<file path="config.mk">
export PLATFORM = sky130hd
export DESIGN_NAME = fb_port_arbiter
export DESIGN_NICKNAME = d
export VERILOG_FILES = /design/src/rtl/fb_port_arbiter.sv
export SDC_FILE = /design/constraint.sdc
export NUM_CORES = 1
export LEC_CHECK = 0
export ABC_AREA = 1
export BUFFER_PORTS_ARGS = -buffer_cell sky130_fd_sc_hd__buf_4
export CAP_MARGIN = 20
export CORE_MARGIN = 1.5
export CORE_UTILIZATION = 45
export DETAILED_ROUTE_END_ITERATION = 12
export GPL_TIMING_DRIVEN = 1
export HOLD_SLACK_MARGIN = 0.08
export PLACE_DENSITY = 0.72
export SLEW_MARGIN = 10
export SYNTH_ARGS = -nofsm -noshare
export SYNTH_HDL_FRONTEND = slang
export SYNTH_SLANG_ARGS = --single-unit
</file>
<file path="constraint.sdc">
create_clock -name clk -period 1.89 [get_ports clk]
set_input_delay 0.378 -clock clk [delete_from_list [all_inputs] [get_ports clk]]
set_output_delay 0.378 -clock clk [all_outputs]
set_load 0.01 [all_outputs]
</file>
<file path="src/rtl/fb_port_arbiter.sv">
// Single-port frame-buffer arbiter: VGA scan-out reads own the port inside the image window,
// the Sobel write stream fills the buffer outside it. Optional FB_STATS_EN adds frame/resync counters.
module fb_port_arbiter #(
    parameter int IMG_W = 960,
    parameter int IMG_H = 540,
    parameter int AW    = 20,
    parameter int DW    = 8
) (
    input  logic          clk,
    input  logic          rst,
    input  logic [10:0]   h_cnt,
    input  logic [9:0]    v_cnt,
    input  logic          hsync_in,
    input  logic          vsync_in,
    input  logic          de_in,
    input  logic          wr_valid,
    input  logic          wr_sof,
    input  logic [DW-1:0] wr_data,
    output logic          wr_ready,
    output logic [AW-1:0] mem_addr,
    output logic          mem_we,
    output logic [DW-1:0] mem_wdata,
    input  logic [DW-1:0] mem_rdata,
    output logic [DW-1:0] pix_out,
    output logic          hsync_out,
    output logic          vsync_out,
    output logic          de_out,
    output logic          frame_done,
    output logic          resync
`ifdef FB_STATS_EN
    ,
    output logic [15:0]   frame_cnt,
    output logic [15:0]   resync_cnt
`endif
);

    localparam logic [AW-1:0] ADDR_ZERO = {AW{1'b0}};
    localparam logic [AW-1:0] ADDR_ONE  = AW'(1);
    localparam logic [AW-1:0] LAST_ADDR = AW'(IMG_W * IMG_H - 1);
    localparam logic [DW-1:0] PIX_ZERO  = {DW{1'b0}};

    typedef enum logic [0:0] {
        S_SYNC = 1'b0,
        S_FILL = 1'b1
    } state_t;

    state_t        state_q, state_d;
    logic [AW-1:0] rd_addr_q, rd_addr_d;
    logic [AW-1:0] wr_addr_q, wr_addr_d;
    logic [AW-1:0] mem_addr_q, mem_addr_d;
    logic          mem_we_q, mem_we_d;
    logic [DW-1:0] mem_wdata_q, mem_wdata_d;
    logic          win_p1_q, win_p2_q;
    logic [DW-1:0] pix_q, pix_d;
    logic          hs_p1_q, hs_q;
    logic          vs_p1_q, vs_q;
    logic          de_p1_q, de_q;
    logic          frame_done_q, frame_done_d;
    logic          resync_q, resync_d;

    logic          rd_win_s;
    logic          frame_start_s;
    logic [AW-1:0] rd_base_s;
    logic          xfer_s;
    logic          wr_hit_s;
    logic [AW-1:0] wr_tgt_s;

    assign rd_win_s      = ({21'd0, h_cnt} < 32'(IMG_W)) && ({22'd0, v_cnt} < 32'(IMG_H));
    assign frame_start_s = (h_cnt == 11'd0) && (v_cnt == 10'd0);
    // Origin of the raster forces the read address back to 0, healing any drift.
    assign rd_base_s     = frame_start_s ? ADDR_ZERO : rd_addr_q;
    assign wr_ready      = rst && !rd_win_s;
    assign xfer_s        = wr_valid && wr_ready;

    // Write-stream FSM next state, target address and status pulses
    always_comb begin
        state_d      = state_q;
        wr_addr_d    = wr_addr_q;
        wr_hit_s     = 1'b0;
        wr_tgt_s     = wr_addr_q;
        frame_done_d = 1'b0;
        resync_d     = 1'b0;
        case (state_q)
            S_SYNC: begin
                if (xfer_s && wr_sof) begin
                    wr_hit_s  = 1'b1;
                    wr_tgt_s  = ADDR_ZERO;
                    wr_addr_d = ADDR_ONE;
                    state_d   = S_FILL;
                end else begin
                    wr_hit_s = 1'b0;
                end
            end
            S_FILL: begin
                if (xfer_s) begin
                    wr_hit_s = 1'b1;
                    if (wr_sof) begin
                        wr_tgt_s  = ADDR_ZERO;
                        wr_addr_d = ADDR_ONE;
                        resync_d  = 1'b1;
                    end else if (wr_addr_q == LAST_ADDR) begin
                        wr_addr_d    = ADDR_ZERO;
                        frame_done_d = 1'b1;
                        state_d      = S_SYNC;
                    end else begin
                        wr_addr_d = wr_addr_q + ADDR_ONE;
                    end
                end else begin
                    wr_hit_s = 1'b0;
                end
            end
            default: begin
                state_d   = S_SYNC;
                wr_addr_d = ADDR_ZERO;
            end
        endcase
    end

    // Port mux: reads win inside the window; writes can only occur outside it
    always_comb begin
        rd_addr_d   = rd_addr_q;
        mem_addr_d  = mem_addr_q;
        mem_we_d    = 1'b0;
        mem_wdata_d = mem_wdata_q;
        if (rd_win_s) begin
            rd_addr_d  = rd_base_s + ADDR_ONE;
            mem_addr_d = rd_base_s;
        end else if (wr_hit_s) begin
            rd_addr_d   = rd_base_s;
            mem_addr_d  = wr_tgt_s;
            mem_we_d    = 1'b1;
            mem_wdata_d = wr_data;
        end else begin
            rd_addr_d = rd_base_s;
        end
        if (win_p2_q) begin
            pix_d = mem_rdata;
        end else begin
            pix_d = PIX_ZERO;
        end
    end

    // All state and registered outputs
    always_ff @(posedge clk or negedge rst) begin
        if (!rst) begin
            state_q      <= S_SYNC;
            rd_addr_q    <= ADDR_ZERO;
            wr_addr_q    <= ADDR_ZERO;
            mem_addr_q   <= ADDR_ZERO;
            mem_we_q     <= 1'b0;
            mem_wdata_q  <= PIX_ZERO;
            win_p1_q     <= 1'b0;
            win_p2_q     <= 1'b0;
            pix_q        <= PIX_ZERO;
            hs_p1_q      <= 1'b1;
            hs_q         <= 1'b1;
            vs_p1_q      <= 1'b1;
            vs_q         <= 1'b1;
            de_p1_q      <= 1'b0;
            de_q         <= 1'b0;
            frame_done_q <= 1'b0;
            resync_q     <= 1'b0;
        end else begin
            state_q      <= state_d;
            rd_addr_q    <= rd_addr_d;
            wr_addr_q    <= wr_addr_d;
            mem_addr_q   <= mem_addr_d;
            mem_we_q     <= mem_we_d;
            mem_wdata_q  <= mem_wdata_d;
            win_p1_q     <= rd_win_s;
            win_p2_q     <= win_p1_q;
            pix_q        <= pix_d;
            hs_p1_q      <= hsync_in;
            hs_q         <= hs_p1_q;
            vs_p1_q      <= vsync_in;
            vs_q         <= vs_p1_q;
            de_p1_q      <= de_in;
            de_q         <= de_p1_q;
            frame_done_q <= frame_done_d;
            resync_q     <= resync_d;
        end
    end

    assign mem_addr   = mem_addr_q;
    assign mem_we     = mem_we_q;
    assign mem_wdata  = mem_wdata_q;
    assign pix_out    = pix_q;
    assign hsync_out  = hs_q;
    assign vsync_out  = vs_q;
    assign de_out     = de_q;
    assign frame_done = frame_done_q;
    assign resync     = resync_q;

`ifdef FB_STATS_EN
    logic [15:0] frame_cnt_q, frame_cnt_d;
    logic [15:0] resync_cnt_q, resync_cnt_d;

    // Saturating event counters
    always_comb begin
        if (frame_done_q && (frame_cnt_q != 16'hFFFF)) begin
            frame_cnt_d = frame_cnt_q + 16'd1;
        end else begin
            frame_cnt_d = frame_cnt_q;
        end
        if (resync_q && (resync_cnt_q != 16'hFFFF)) begin
            resync_cnt_d = resync_cnt_q + 16'd1;
        end else begin
            resync_cnt_d = resync_cnt_q;
        end
    end

    // Counter registers
    always_ff @(posedge clk or negedge rst) begin
        if (!rst) begin
            frame_cnt_q  <= 16'd0;
            resync_cnt_q <= 16'd0;
        end else begin
            frame_cnt_q  <= frame_cnt_d;
            resync_cnt_q <= resync_cnt_d;
        end
    end

    assign frame_cnt  = frame_cnt_q;
    assign resync_cnt = resync_cnt_q;
`endif

endmodule

</file>
; ---- Word-level counts from Yosys, hierarchy flattened
; Cells that the tools add are included.
[op_classes]
bitwise_logic = 2
n_mul = 0
n_lt_le_gt_ge = 2
n_eq_ne = 3
n_addsub = 2
shift = 0
div_mod_pow = 0
n_mux = 30
n_reduce_logical = 11
[ops]
columns = cell, n
row1 = $mux W20, 11
row2 = $pmux W20 S2, 2
row3 = $add A20 B1 Y20 const B, 2
row4 = $eq A20 B19 Y1 const B, 1
row5 = $mux W1, 14
row6 = $logic_not A11 Y1, 1
row7 = $lt A11 B10 Y1 const B, 1
row8 = $logic_not A10 Y1, 1
row9 = $lt A10 B10 Y1 const B, 1
row10 = $mux W8, 1
row11 = $logic_and A1 B1 Y1, 5
row12 = $pmux W1 S2, 2
row13 = $reduce_and A2 Y1, 2
row14 = $ne A2 B1 Y1 const B, 1
row15 = $ne A2 B2 Y1 const B, 1
row16 = $not A1 Y1, 2
row17 = $reduce_bool A2 Y1, 1
row18 = $logic_not A1 Y1, 1
[word_totals]
ramBits = 0
out_inout_bits = 43
inputBits = 44
latch_bits = 0
rom_bits = 0
reg_bits = 88
memories = 0
wordCells = 67

; ---- Depth between registers and ports, before layout
[logic_depth]
depth_word = 10
mapped_depth = 17
ltp_nobuf = 16

; ---- Worst setup path before layout
; No wires, ideal clock.
[synth_path]
kind = in2reg
startpoint = in h_cnt[10]
endpoint = reg rd_addr_q[12]
cell_stages = 15
setup_slack_ns = -0.135
path_buffers = 1
setup_ns = 0.113
t_required_ns = 1.777
arrival_time_ns = 1.912
path_cell_list = or2_1 nor2_1 nand3_2 buf_2 nand2_1 inv_1 ha_1 nand2_1 nor2_1 nand4_1 inv_2 nand3_2 o21ai_1 nand2_1 inv_1
[synth_via]
elab_chain_cells = 5
elab_cells_between_ends = 7
cone_classes = add/sub (1) / order compare (1) / mux (2) / reduce/logical (3)
[synth_rtl]
columns = element, line
row1 = "start, declared", 11  ; input logic [10:0] h_cnt,
row2 = $logic_not A11 Y1, 69  ; assign frame_start_s = (h_cnt == 11'd0) && (v_cnt == 10'd0);
row3 = $logic_and A1 B1 Y1, 69
row4 = $mux W20, 71  ; assign rd_base_s = frame_start_s ? ADDR_ZERO : rd_addr_q;
row5 = $add A20 B1 Y20, 126  ; rd_addr_d = rd_base_s + ADDR_ONE;
row6 = $mux W20 (*), 125  ; if (rd_win_s) begin
row7 = net rd_addr_d[12], 48  ; logic [AW-1:0] rd_addr_q, rd_addr_d;
row8 = "end signal, assigned", 165  ; rd_addr_q <= rd_addr_d;
row9 = "end, declared", 48
; The timed path passes the listed nets; every way through them passes the cells marked *.
; A chain may end at the register's enable or synchronous reset.

; ---- Final worst setup path
[layout_path]
startpoint = reg wr_addr_q[1]
endpoint = reg wr_addr_q[14]
[layout_via]
elab_chain_cells = 5
elab_cells_between_ends = 6
cone_classes = add/sub (1) / eq/ne (1) / mux (4)
[layout_rtl]
columns = element, line
row1 = "start, declared", 49  ; logic [AW-1:0] wr_addr_q, wr_addr_d;
row2 = "start signal, assigned", 166  ; wr_addr_q <= wr_addr_d;
row3 = $add A20 B1 Y20 or $eq A20 B19 Y1 (tied branches), "106, 101"
row4 = $mux W20 (*), 101  ; end else if (wr_addr_q == LAST_ADDR) begin
row5 = $mux W20 (*), 97  ; if (wr_sof) begin
row6 = $mux W20 (*), 95  ; if (xfer_s) begin
row7 = $pmux W20 S2 (*), 83  ; case (state_q)
; Mark *: on every way between the ends. The rest lies on a longest branch, timed or not. The select of a mux whose other input is x is not followed.

==> summary.md <==
| Metric | Value |
|---|---|
| Status | `finished clean` |
| Largest net degree at the start of global routing | `89` |
| Average size of a mapped cell | `8.070 sq um` |
| Maximum fanout along the worst path | `6` |
| Layout cell share with drive strength beyond 1 | `28.59%` |
| Worst path required time | `2.13 ns` |
| Fmax achieved | `557.4 MHz` |
| Clock Path Buffers | `2` |
| IO Count | `87` |
| Pre-Repair DR Iteration Count | `5` |
| Global-route wire length before repair | `17.64 mm` |
| Die height | `102.9 um` |
| FP Rows | `36` |
| R2r startpoint | `wr_addr_q[1]$_DFFE_PN0P_` |
| Synth warn | `0` |
| Hold depth | `1` |
| Synth top area share | `46.85%` |
| Data arrival, critical path | `2.04 ns` |
| Most area-consuming cells after synthesis | `dfrtp_1 47%, nand2_1 14%, nand3_1 6.8%` |
| Top cells by count, synth | `163 x nand2_1, 84 x dfrtp_1, 61 x nand3_1` |
| Top-count cell post-synth | `nand2_1` |
| Die width | `102.9 um` |
| Type of origin of the critical path | `flip-flop` |
| Worst setup path category | `reg2reg` |
| Syn_nets | `602` |
| CTS tree | `done` |
| Clock skew | `0.009770 ns` |
| Initial DRC count | `213` |
| Routed WL | `10.65 mm` |
| Cell count after synthesis | `556` |
| Count of final max-slew check failures | `0` |
| Post-synthesis register bit count | `88` |
| Flop-to-flop setup slack | `0.1 ns` |
| Final Setup Violations | `0` |
| Worst flop-to-flop path endpoint | `wr_addr_q[14]$_DFFE_PN0P_` |
| Pwr dens | `727.0 nW/um^2` |
| Netlist Area Pre-Place | `4487 sq um` |
| Clk Latency, worst-skew pair | `0.36 ns` |
| Library cells used by synthesis | `35` |
| HPWL after DPL | `7.883 mm` |
| Post-route ant nets | `0` |
| Min Clock Period, post-route | `1.794 ns` |
| Tot Pwr | `4.216 mW` |
| GP Congestion | `0.9275` |
| Hold_sp | `vsync_in` |
| Post-synth EDFFs | `0` |
| Worst Tran Pin Value | `0.4585 ns` |
| Max-cap violations | `0` |
| Period utilization | `94.92%` |
| Routed vias/inst | `4.934` |
| Sinks on the clock net | `88` |
| Reg2Reg Depth | `11` |
| Number of global-route vias before repair | `3,801` |
| Antenna violations before repair | `0` |
| Register area share after synthesis | `49.19%` |
| Max-slew headroom | `69.43%` |
| Buffers on Ports | `86` |
| Layout area overhead | `29.25%` |
| CTS root buffer | `clkbuf_8` |
| Synth area leader | `dfrtp_1` |
| # diodes | `0` |
| Core Util, Final | `59.61%` |
| Maximum vdd drop | `0.4163 mV` |
| Gr usage total | `21.50%` |
| Worst Hold Endpoint | `vs_p1_q$_DFF_PN1_` |
| DR vias | `4,021` |
| Wire length per cell | `13.07 um` |
| Final Net Count | `723` |
| Num CTS Buffers | `9` |
| Pleak | `2.997 nW` |
| Die ar. | `10,580 sq um` |
| Clk pin slew, worst setup/hold paths | `0.10 ns` |
| Core box area | `9729 sq um` |
| Crit end category | `flip-flop` |
| Critical path startpoint | `wr_addr_q[1]$_DFFE_PN0P_` |
| Final Hold Viols | `0` |
| Prevailing post-synth register cell | `dfrtp_1` |
| Asr flop ratio synth | `100.0%` |
| Total congestion overflow | `0` |
| Clock H-tree levels | `3` |
| Worst min path class | `in2reg` |
| Drc violations | `0` |
| Initial Utilization | `46.12%` |
==> flip-flops by register name (all words and copies together) (netlist names), 8 cells and up <==
| register | count |
|---|---|
| rd_addr_q | 20 |
| mem_addr | 20 |
| mem_wdata | 8 |
| pix_out | 8 |
| wr_addr_q | 20 |
==> stage by stage <==
| step | hold slack (ns) | std cells | cell area [sq um] | worst slack, ns | TNS [ns] |
|---|---|---|---|---|---|
| floorplan | 0.08241 | 556 | 4506 | 0.002317 | 0 |
| global placement | 0.3337 | 795 | 5535 | -0.02160 | -0.3134 |
| detailed placement | 0.3364 | 795 | 5535 | -0.08451 | -1.143 |
| CTS | 0.08256 | 811 | 5737 | 0.1059 | 0 |
| global route | 0.08803 | 815 | 5799 | -0.05225 | -0.2525 |
| finish | 0.1188 | 815 | 5799 | 0.09609 | 0 |
==> per-layer routing <==
layer  vias to the layer above  part of all wire [%]  GRT usage, %
met5                         -                     0             0
met4                         0                   1.1         5.198
met3                        11                   4.9         3.729
met2                       106                    51         36.42
met1                      1897                    43         28.93
li1                       2007                     -             -
==> repair_timing <==
item	CTS	global route
hold endpoints to repair	0	1
resized for setup	0	6
hold buffers	0	1
setup buffers	0	3
setup endpoints to repair	0	7
==> power by group <==
| part | total [mW] | switching [mW] | leakage, nW | internal (mW) |
|---|---|---|---|---|
| clock | 1.35 | 0.720 | 0.106 | 0.628 |
| combinational | 0.743 | 0.386 | 1.72 | 0.356 |
| sequential | 2.13 | 0.101 | 1.17 | 2.02 |
==> final cells by class <==
| type | count | area [sq um] |
|---|---|---|
| clock buffers | 9 | 123.9 |
| clock inverters | 7 | 77.57 |
| fillers | 856 | 3930 |
| inverters | 67 | 254.0 |
| multi-input cells | 385 | 1959 |
| flip-flops and latches | 88 | 2207 |
| well taps | 133 | 166.4 |
| repair buffers | 126 | 1011 |
==> layout by cell type, fill, tap and decap left out, types with 2 or more instances in the layout <==
| cell type | n |
|---|---|
| dfrtp_1 | 84 |
| dfstp_2 | 4 |
| nand2_1 | 160 |
| nand3_2 | 11 |
| nor2_1 | 51 |
| nor2_4 | 7 |
| nand2_4 | 3 |
| nand3_1 | 60 |
| buf_12 | 5 |
| o21ai_0 | 14 |
| buf_4 | 120 |
| clkbuf_8 | 9 |
| inv_2 | 7 |
| o22ai_1 | 3 |
| a21oi_1 | 7 |
| inv_1 | 59 |
| o21ai_1 | 9 |
| clkinv_2 | 2 |
| nand2_2 | 6 |
| inv_6 | 2 |
| nor3_1 | 9 |
| nand4_1 | 12 |
| nor2_2 | 6 |
| xor2_1 | 14 |
==> worst max-delay path, cell delays in order, from the launching register on <==
cell and delay [ns]:
dfrtp_1 0.36, ha_1 0.17, nand2_2 0.08, nor2_4 0.13, nand3_4 0.10, nor2_4 0.17, nand4_1 0.17, nand2_2 0.13
nor2_2 0.05, buf_4 0.15, o21ai_0 0.07, o21ai_0 0.10
==> worst max path at each step <==
stage | endpoint | cells after the start | slack [ns]
3_5_place_dp | rd_addr_q[18]$_DFF_PN0_ | 15 | -0.08
6_report | wr_addr_q[14]$_DFFE_PN0P_ | 11 | 0.1
3_3_place_gp | mem_addr[16]$_DFFE_PN0P_ | 12 | -0.02
2_1_floorplan | rd_addr_q[12]$_DFF_PN0_ | 15 | 0.002
5_1_grt | wr_addr_q[13]$_DFFE_PN0P_ | 11 | -0.05
4_1_cts | wr_ready | 8 | 0.11
==> cell families (layout without fill, tap and decap cells) <==
group,count (synthesis),after routing,share of synthesized area (%)
buf+inv,83,209,8.087
xor+xnor,15,15,2.928
compound gates,36,36,4.601
fa+ha+maj,2,2,0.5576
flops,88,88,49.19
simple gates,332,332,34.63
Note: power is estimated with default switching activity, not from simulation.
